`config.mk`:
```
export PLATFORM = sky130hd
export DESIGN_NAME = regfile_write_scheduler
export DESIGN_NICKNAME = d
export VERILOG_FILES = /design/src/rtl/regfile_write_scheduler_pkg.sv /design/src/rtl/regfile_write_scheduler_rr_arb2.sv /design/src/rtl/regfile_write_scheduler.sv
export SDC_FILE = /design/constraint.sdc
export NUM_CORES = 1
export LEC_CHECK = 0
export CAP_MARGIN = 10
export CORE_MARGIN = 2
export CORE_UTILIZATION = 45
export DETAILED_ROUTE_END_ITERATION = 16
export HOLD_SLACK_MARGIN = 0.02
export PLACE_DENSITY = 0.79
export REMOVE_ABC_BUFFERS = 1
export SLEW_MARGIN = 20
export SYNTH_ARGS = -nofsm -noshare
export SYNTH_HDL_FRONTEND = slang
export SYNTH_HIERARCHICAL = 1
export SYNTH_SLANG_ARGS = --single-unit
```
`constraint.sdc`:
```
create_clock -name clk -period 2.9 [get_ports clk]
set_input_delay 0.58 -clock clk [delete_from_list [all_inputs] [get_ports clk]]
set_output_delay 0.58 -clock clk [all_outputs]
set_load 0.05 [all_outputs]
```
`src/rtl/regfile_write_scheduler_pkg.sv`:
```
// Shared sizing constants and writeback source encoding for the register file
// write scheduler.
package regfile_write_scheduler_pkg;

  localparam int NREG = 64;
  localparam int AW   = 6;
  localparam int DW   = 32;

  typedef enum logic {
    SRC_ALU = 1'b0,
    SRC_MEM = 1'b1
  } wb_src_e;

endpackage

```
`src/rtl/regfile_write_scheduler_rr_arb2.sv`:
```
// Two-way round-robin arbiter: a lone requester wins at once; on contention the
// source favoured by ptr wins, and ptr moves to the other source after any grant.
module rr_arb2
  import regfile_write_scheduler_pkg::*;
(
  input  logic       clk,
  input  logic       rst,
  input  logic [1:0] req,
  output logic [1:0] grant,
  output wb_src_e    ptr
);

  always_comb begin
    grant = 2'b00;
    case (req)
      2'b01:   grant = 2'b01;
      2'b10:   grant = 2'b10;
      2'b11:   grant = (ptr == SRC_ALU) ? 2'b01 : 2'b10;
      default: grant = 2'b00;
    endcase
  end

  // ptr holds the favoured source; it only moves when something is granted.
  always_ff @(posedge clk) begin
    if (rst) begin
      ptr <= SRC_ALU;
    end else if (grant[0]) begin
      ptr <= SRC_MEM;
    end else if (grant[1]) begin
      ptr <= SRC_ALU;
    end
  end

endmodule

```
`src/rtl/regfile_write_scheduler.sv`:
```
// Issue-side scoreboard plus a two-source writeback scheduler driving a single
// registered register file write port.
module regfile_write_scheduler
  import regfile_write_scheduler_pkg::*;
#(
  parameter int NREG = regfile_write_scheduler_pkg::NREG,
  parameter int AW   = regfile_write_scheduler_pkg::AW,
  parameter int DW   = regfile_write_scheduler_pkg::DW
) (
  input  logic            clk,
  input  logic            rst,
  input  logic            iss_valid,
  input  logic [AW-1:0]   iss_Rs,
  input  logic [AW-1:0]   iss_Rt,
  input  logic [AW-1:0]   iss_Rd,
  input  logic            iss_wr,
  output logic            iss_stall,
  input  logic            wb0_valid,
  input  logic [AW-1:0]   wb0_Rd,
  input  logic [DW-1:0]   wb0_data,
  input  logic            wb1_valid,
  input  logic [AW-1:0]   wb1_Rd,
  input  logic [DW-1:0]   wb1_data,
  output logic            wb0_ready,
  output logic            wb1_ready,
  output logic            wrt,
  output logic [AW-1:0]   Rd,
  output logic [DW-1:0]   data_in,
  output logic [NREG-1:0] busy,
  output logic            wb_err,
  output wb_src_e         arb_ptr
);

  // Handshake: a writeback transfers on any cycle where valid && ready; ready is
  // combinational from both valids and the arbiter pointer, never more than one
  // high, and a requester must hold valid and its payload until it sees ready.

  logic [1:0]      grant;
  logic            gnt_any;
  logic [AW-1:0]   gnt_rd;
  logic [DW-1:0]   gnt_data;
  logic            iss_accept;
  logic [NREG-1:0] busy_next;

  rr_arb2 u_arb (
    .clk   (clk),
    .rst   (rst),
    .req   ({wb1_valid, wb0_valid}),
    .grant (grant),
    .ptr   (arb_ptr)
  );

  assign wb0_ready = grant[0];
  assign wb1_ready = grant[1];
  assign gnt_any   = |grant;
  assign gnt_rd    = grant[1] ? wb1_Rd : wb0_Rd;
  assign gnt_data  = grant[1] ? wb1_data : wb0_data;

  // Stall looks only at registered busy, so a clear this cycle is seen next cycle.
  assign iss_stall  = iss_valid & (busy[iss_Rs] | busy[iss_Rt] | (iss_wr & busy[iss_Rd]));
  assign iss_accept = iss_valid & ~iss_stall;

  // Clear first, then set, so a same-cycle set of the same register wins.
  always_comb begin
    busy_next = busy;
    if (gnt_any) begin
      busy_next[gnt_rd] = 1'b0;
    end
    if (iss_accept && iss_wr) begin
      busy_next[iss_Rd] = 1'b1;
    end
  end

  always_ff @(posedge clk) begin
    if (rst) begin
      busy    <= '0;
      wrt     <= 1'b0;
      Rd      <= '0;
      data_in <= '0;
      wb_err  <= 1'b0;
    end else begin
      busy <= busy_next;
      wrt  <= gnt_any;
      if (gnt_any) begin
        Rd      <= gnt_rd;
        data_in <= gnt_data;
        if (!busy[gnt_rd]) begin
          wb_err <= 1'b1;
        end
      end
    end
  end

endmodule

```
==> results of run 1 <==
-- what timing repair did --
item	4_1_cts	5_1_grt
buffers inserted	11	0
pin swaps	15	7
hold buffers	0	0
resized for setup	54	6
hold endpoints to repair	0	0
gates cloned	6	0
setup endpoints to repair	44	2
-- routing by layer --
| layer | global-route usage (%) | up-vias | share of wire [%] |
|---|---|---|---|
| met5 | 0 | - | 0 |
| met4 | 18.7 | 0 | 5.2 |
| met3 | 10.7 | 156 | 14 |
| met2 | 57.0 | 803 | 44 |
| met1 | 46.9 | 4219 | 36 |
| li1 | - | 3928 | - |
-- path summary, 6_finish.rpt --
check	endpoint	slack, ps	cells after the start
max reg2reg	busy[63]$_SDFF_PP0_	220	10
min reg2reg	Rd[1]$_SDFFE_PP0N_	500	2
max	iss_stall	-230	9
min	Rd[1]$_SDFFE_PP0N_	500	2
-- worst register-to-register path, delay by kind of cell (launching register included) --
family	cells	cell delay, ps
compound gates	4	990
buf+inv	3	510
mux	1	500
flops	1	350
simple gates	2	240
-- registers in the layout, summed over array words and instances (netlist names) --
name and count:
u_arb/ptr 1, busy 64, wb_err 1, wrt 1
data_in 32, Rd 6
-- cells by family after synthesis --
kind of cell           Yosys count
AND/OR/NAND/NOR                430
flip-flops                     105
AO/OA/AOI/OAI                  170
multiplexers                    91
buffers and inverters           83
-- final cells by class --
| cell class | instances | area [um^2] | area share [%] |
|---|---|---|---|
| Multi-Input combinational cell | 691 | 5070 | 44.0 |
| Timing Repair Buffer | 387 | 3750 | 32.5 |
| Sequential cell | 105 | 2100 | 18.2 |
| Tap cell | 220 | 275 | 2.39 |
| Clock buffer | 9 | 225 | 1.95 |
| Clock inverter | 7 | 80.1 | 0.695 |
| Inverter | 7 | 26.3 | 0.228 |
-- Yosys cell counts (all sizes together), types with 3 or more instances --
cell / count / area (um^2)
buf: 35 / 233
mux2i: 43 / 430
nor3: 18 / 90.1
clkbuf: 41 / 154
a31oi: 6 / 37.5
mux4: 40 / 950
a22oi: 11 / 87.6
and3b: 5 / 43.8
nand3b: 69 / 518
inv: 7 / 26.3
mux2: 8 / 90.1
nor2: 85 / 319
dfxtp: 105 / 2100
and3: 17 / 106
a211o: 4 / 35.0
a21oi: 37 / 185
a221oi: 4 / 41.3
nand4: 23 / 144
nand2: 153 / 587
o21ai: 28 / 140
o41ai: 23 / 337
a211oi: 6 / 45.0
o31ai: 22 / 165
nand3: 39 / 200
nor2b: 8 / 50.1
o211ai: 3 / 22.5
nand2b: 6 / 45.0
a311oi: 13 / 114
-- power by group --
| part | internal, W | switching [W] | leakage [nW] |
|---|---|---|---|
| clock network | 0.000616 | 0.000654 | 0.146 |
| registers | 0.00149 | 0.0000270 | 0.855 |
| logic | 0.000552 | 0.000718 | 3.45 |
-- per-stage QoR --
stage	setup slack, ps	cells	area (um^2)
2_1_floorplan	-3940	803	7080
3_3_place_gp	-658	1393	10800
3_5_place_dp	-704	1393	10800
4_1_cts	-178	1426	11500
5_1_grt	-307	1426	11500
6_report	-230	1426	11500
==> results.sh, run 1 <==
export IMPL_ys_seq_area_share_pct=28.2
export IMPL_num_fill_cells=1265
export IMPL_io_buffers=207
export IMPL_worstHoldStart="Rd[1]$_SDFFE_PP0N_"
export IMPL_antenna_found_initial=0
export IMPL_grt_max_degree=80
export IMPL_synth_top_family_by_area="simple AND/OR/NAND/NOR gates"
export IMPL_setup_ws_ps=-230
export IMPL_maxCapViolCount=0
export IMPL_layout_drive_gt1_share_pct=24.4
export IMPL_synth_simple_area_share_pct=28.9
export IMPL_yosys_mux_area_fraction_pct=19.7
export IMPL_slew_viol_final=0
export IMPL_grt_first_pass_wirelength_um=50100
export IMPL_final_core_util_pct=70.3
export IMPL_start_util_pct=45.5
export IMPL_avgSynthCellArea_um2=8.49
export IMPL_grt_pass1_vias=8474
export IMPL_num_rows=47
export IMPL_die_w_um=133
export IMPL_io_pins=208
export IMPL_p_leak_nw=4.45
export IMPL_crit_family="compound AO/OA/AOI/OAI gates"
export IMPL_required_ps=2320
export IMPL_crit_type="in2out"
export IMPL_min_period_ps=3130
export IMPL_dieHeight_um=133
export IMPL_synth_cells=879
export IMPL_synth_async_reset_ratio_pct=0
export IMPL_dp_hpwl_um=23900
export IMPL_area_growth_synth_to_final_pct=54.5
export IMPL_clockBufferDepth=2
export IMPL_synth_ff_type="dfxtp_1"
export IMPL_cp_data_arrival_time_ps=2550
export IMPL_synth_edf_count=0
export IMPL_synth_compound_gate_area_share_pct=17.7
export IMPL_synth_cell_type_count=59
export IMPL_outcome="finished, violations left"
export IMPL_startpoint_type="primary input"
export IMPL_numCtsBuffers=9
export IMPL_violations="negative setup slack"
export IMPL_core_mm2=0.0164
export IMPL_antenna_cells=0
export IMPL_clkLatencyLatePin_ps=380
export IMPL_htree_levels=3
export IMPL_power_w=0.00406
export IMPL_fin_nets=1301
export IMPL_synth_xor_area_share_pct=0
export IMPL_powerDensity_mw_per_mm2=352
export IMPL_clock_skew_ps=13.7
export IMPL_critPathBufInv=3
export IMPL_routed_wirelength_um=33100
export IMPL_synth_fa_ha_area_share_pct=0
export IMPL_viasPerCell=6.39
export IMPL_fin_tns_setup_ps=-230
export IMPL_vdd_drop_max_v=0.000276
export IMPL_finalHoldViolations=0
export IMPL_wl_per_cell_um=23.2
export IMPL_grt_use_total_pct=36.8
export IMPL_min_path_type="reg2reg"
export IMPL_fin_hold_ws_ps=503
export IMPL_clock_sinks=105
export IMPL_final_common_cell="clkdlybuf4s50_1"
export IMPL_mostFrequentLayoutCells="clkdlybuf4s50_1 (196), buf_4 (154), nand2_1 (149)"
export IMPL_worst_slew_pin_transition_ps=652
export IMPL_worst_setup_path_end_kind="output port"
export IMPL_clk_pin_slew_ps=70
export IMPL_synth_seq_cells=105
export IMPL_cts_root_buf="clkbuf_16"
export IMPL_cp_max_fo=7
export IMPL_cp_startpoint="iss_Rs[1]"
export IMPL_cpPeakStageDelay_ps=560
export IMPL_rsz0062_at_grt="yes"
export IMPL_drc_errors=0
export IMPL_fin_crit_sh_pct=108
export IMPL_r2r_start="busy[24]$_SDFF_PP0_"
export IMPL_drt_first_pass_iters=7
export IMPL_ys_warn_count=6
export IMPL_relSlewSlack_pct=56.5
export IMPL_path_cells="buf_2 > buf_12 > mux4_1 > a22oi_1 > a31oi_1 > a211o_1 > nand2_2 > a31oi_4 > buf_6"
export IMPL_cp_slowest_cell="mux4_1"
export IMPL_netlist_area_mm2=0.00746
export IMPL_die_area_mm2=0.0176
export IMPL_setup_viol=1
export IMPL_initialDrtViolationCount=1400
export IMPL_gr_total_overflow=0
export IMPL_ant_nets=0
export IMPL_gp_congestion=1.02
export IMPL_timing_fmax_ghz=0.320
export IMPL_cts_tree="done"
export IMPL_vias=9106
Power figures use the tool's default switching activity.
==> run 2, diff against run 1 <==
--- a/config.mk
+++ b/config.mk
@@ -10,6 +10,7 @@
 export CORE_UTILIZATION = 45
 export DETAILED_ROUTE_END_ITERATION = 16
 export HOLD_SLACK_MARGIN = 0.02
+export MAX_ROUTING_LAYER = met4
 export PLACE_DENSITY = 0.79
 export REMOVE_ABC_BUFFERS = 1
 export SLEW_MARGIN = 20
==> run 2 against run 1 <==
The run still ends with negative setup slack left; sequential share of layout area up 0.15 points; largest power group unchanged; clock skew fell by 5.6 ps; die area is the same; critical path type unchanged; critical endpoint unchanged; via count is 0.48% higher; power is 0.50% lower; highest routed layer unchanged; clock power barely moved; critical path depth is 2 higher.
==> results.sh, run 2 (synthesis gave the netlist of run 1 again) <==
export IMPL_start_util_pct=45.5
export IMPL_gp_congestion=1.07
export IMPL_gr_total_overflow=0
export IMPL_worst_slew_pin_transition_ps=674
export IMPL_num_fill_cells=1241
export IMPL_critPathBufInv=4
export IMPL_ctsHoldBuffers=0
export IMPL_layout_drive_gt1_share_pct=24.9
export IMPL_slew_viol_final=0
export IMPL_multi_input_area_mm2=0.00507
export IMPL_die_w_um=133
export IMPL_finalHoldViolations=0
export IMPL_largest_register="busy"
export IMPL_rsz0062_at_grt="yes"
export IMPL_cts_tree="done"
export IMPL_dpl_worst_slack_ps=-754
export IMPL_clockBufferDepth=2
export IMPL_area_growth_synth_to_final_pct=53.7
export IMPL_cpPeakStageDelay_ps=350
export IMPL_reg_largest_list="busy: 64 flops, data_in: 32 flops, Rd: 6 flops"
export IMPL_vias=9150
export IMPL_grt_max_degree=66
export IMPL_largest_reg_flops=64
export IMPL_fin_cells=1418
export IMPL_initialDrtViolationCount=1390
export IMPL_dp_hpwl_um=24200
export IMPL_place_inst=1383
export IMPL_drc_errors=0
export IMPL_min_path_type="reg2reg"
export IMPL_crit_family="compound AO/OA/AOI/OAI gates"
export IMPL_htree_levels=3
export IMPL_antenna_cells=0
export IMPL_clk_pin_slew_ps=70
export IMPL_routed_wirelength_um=34100
export IMPL_core_mm2=0.0164
export IMPL_die_area_mm2=0.0176
export IMPL_path_cells="buf_8 > buf_8 > buf_6 > nand2b_1 > o22ai_2 > o31a_1 > a2111oi_4 > nand3_2 > nand2_2 > a31oi_4 > buf_6"
export IMPL_viasPerCell=6.45
export IMPL_violations="negative setup slack"
export IMPL_vdd_drop_max_v=0.000253
export IMPL_min_period_ps=2980
export IMPL_power_w=0.00404
export IMPL_worst_setup_path_end_kind="output port"
export IMPL_required_ps=2320
export IMPL_dieHeight_um=133
export IMPL_numCtsBuffers=9
export IMPL_clkLatencyLatePin_ps=370
export IMPL_wl_per_cell_um=24.0
export IMPL_grt_use_total_pct=38.7
export IMPL_grt_pass1_vias=8511
export IMPL_cp_data_arrival_time_ps=2400
export IMPL_startpoint_type="primary input"
export IMPL_ant_nets=0
export IMPL_outcome="finished, violations left"
export IMPL_powerDensity_mw_per_mm2=352
export IMPL_p_leak_nw=4.36
export IMPL_cp_slowest_cell="a2111oi_4"
export IMPL_clock_skew_ps=8.09
export IMPL_timing_fmax_ghz=0.335
export IMPL_io_pins=208
export IMPL_setup_viol=1
export IMPL_mostFrequentLayoutCells="clkdlybuf4s50_1 (189), nand2_1 (149), buf_4 (148)"
export IMPL_setup_ws_ps=-84.4
export IMPL_drt_first_pass_iters=8
export IMPL_clock_sinks=105
export IMPL_io_buffers=207
export IMPL_grt_first_pass_wirelength_um=50800
export IMPL_cp_max_fo=7
export IMPL_final_common_cell="clkdlybuf4s50_1"
export IMPL_maxCapViolCount=0
export IMPL_regArea_mm2=0.00211
export IMPL_antenna_found_initial=0
export IMPL_cts_root_buf="clkbuf_16"
export IMPL_num_rows=47
export IMPL_crit_type="in2out"
export IMPL_fin_crit_sh_pct=103
export IMPL_relSlewSlack_pct=55.1
export IMPL_fin_nets=1293
export IMPL_final_core_util_pct=69.9
==> run 2: changes by cell type in the layout (fill, tap and decap cells not counted), sizes merged <==
cell | before | now
clkdlybuf4s50 | 196 | 189
buf | 186 | 180
dlygate4sd2 | 2 | 7
clkinv | 2 | 4
bufbuf | 3 | 2
clkdlybuf4s15 | 0 | 1
clkinvlp | 1 | 0
inv | 11 | 10
==> run 2: final cells by class <==
cell class                      count  share of cell area (%)
Sequential cell                   105                    18.4
Timing Repair Buffer              379                    32.2
Clock buffer                        9                    1.96
Multi-Input combinational cell    691                    44.2
Inverter                            7                   0.229
Tap cell                          220                    2.40
Clock inverter                      7                   0.622
==> run 2: power breakdown <==
part | internal [W] | total, W | leakage [nW] | switching, W
Sequential | 0.00149 | 0.00152 | 0.857 | 0.0000274
Combinational | 0.000551 | 0.00128 | 3.36 | 0.000725
Clock | 0.000607 | 0.00124 | 0.145 | 0.000636
==> run 2: repair_timing <==
item / in CTS / in global routing
endpoints found under the setup margin: 65 / 3
pin swaps: 20 / 14
endpoints found under the hold margin: 0 / 0
resized for setup: 73 / 29
cloned: 4 / 0
buffers inserted: 6 / 9
==> run 2: per-layer routing <==
| metal | GRT usage [%] | wire length (um) | vias to the layer above |
|---|---|---|---|
| met5 | - | 0 | - |
| met4 | 19.7 | 1930 | 0 |
| met3 | 10.6 | 4990 | 175 |
| met2 | 57.9 | 14900 | 838 |
| met1 | 48.1 | 12200 | 4223 |
| li1 | - | - | 3914 |
==> run 2: worst paths after layout <==
check                                          from                  to  slack [ps]  depth (start not counted)
worst min register to register   Rd[2]$_SDFFE_PP0N_  Rd[2]$_SDFFE_PP0N_         500                          2
worst min-delay path             Rd[2]$_SDFFE_PP0N_  Rd[2]$_SDFFE_PP0N_         500                          2
worst max-delay path                      iss_Rd[0]           iss_stall         -80                         11
worst max register to register  busy[21]$_SDFF_PP0_  busy[6]$_SDFF_PP0_         290                          8
==> run 2: worst register-to-register path, stage by stage, from the launching register on <==
cell       delay, ps
dfxtp_1          360
mux2_4           300
a221oi_4         250
o221ai_2         150
a2111oi_4        430
nand3_2          150
buf_4            160
buf_4            310
o41ai_2          420
==> run 2: through the flow <==
step                instance area [um^2]  TNS [ps]  hold WS [ps]
floorplan                           7080   -373780           649
detailed placement                 10800    -33050           490
CTS                                11300     -18.7           499
finish                             11500     -84.4           499
global placement                   10800    -31340           479
global route                       11500      -140           519
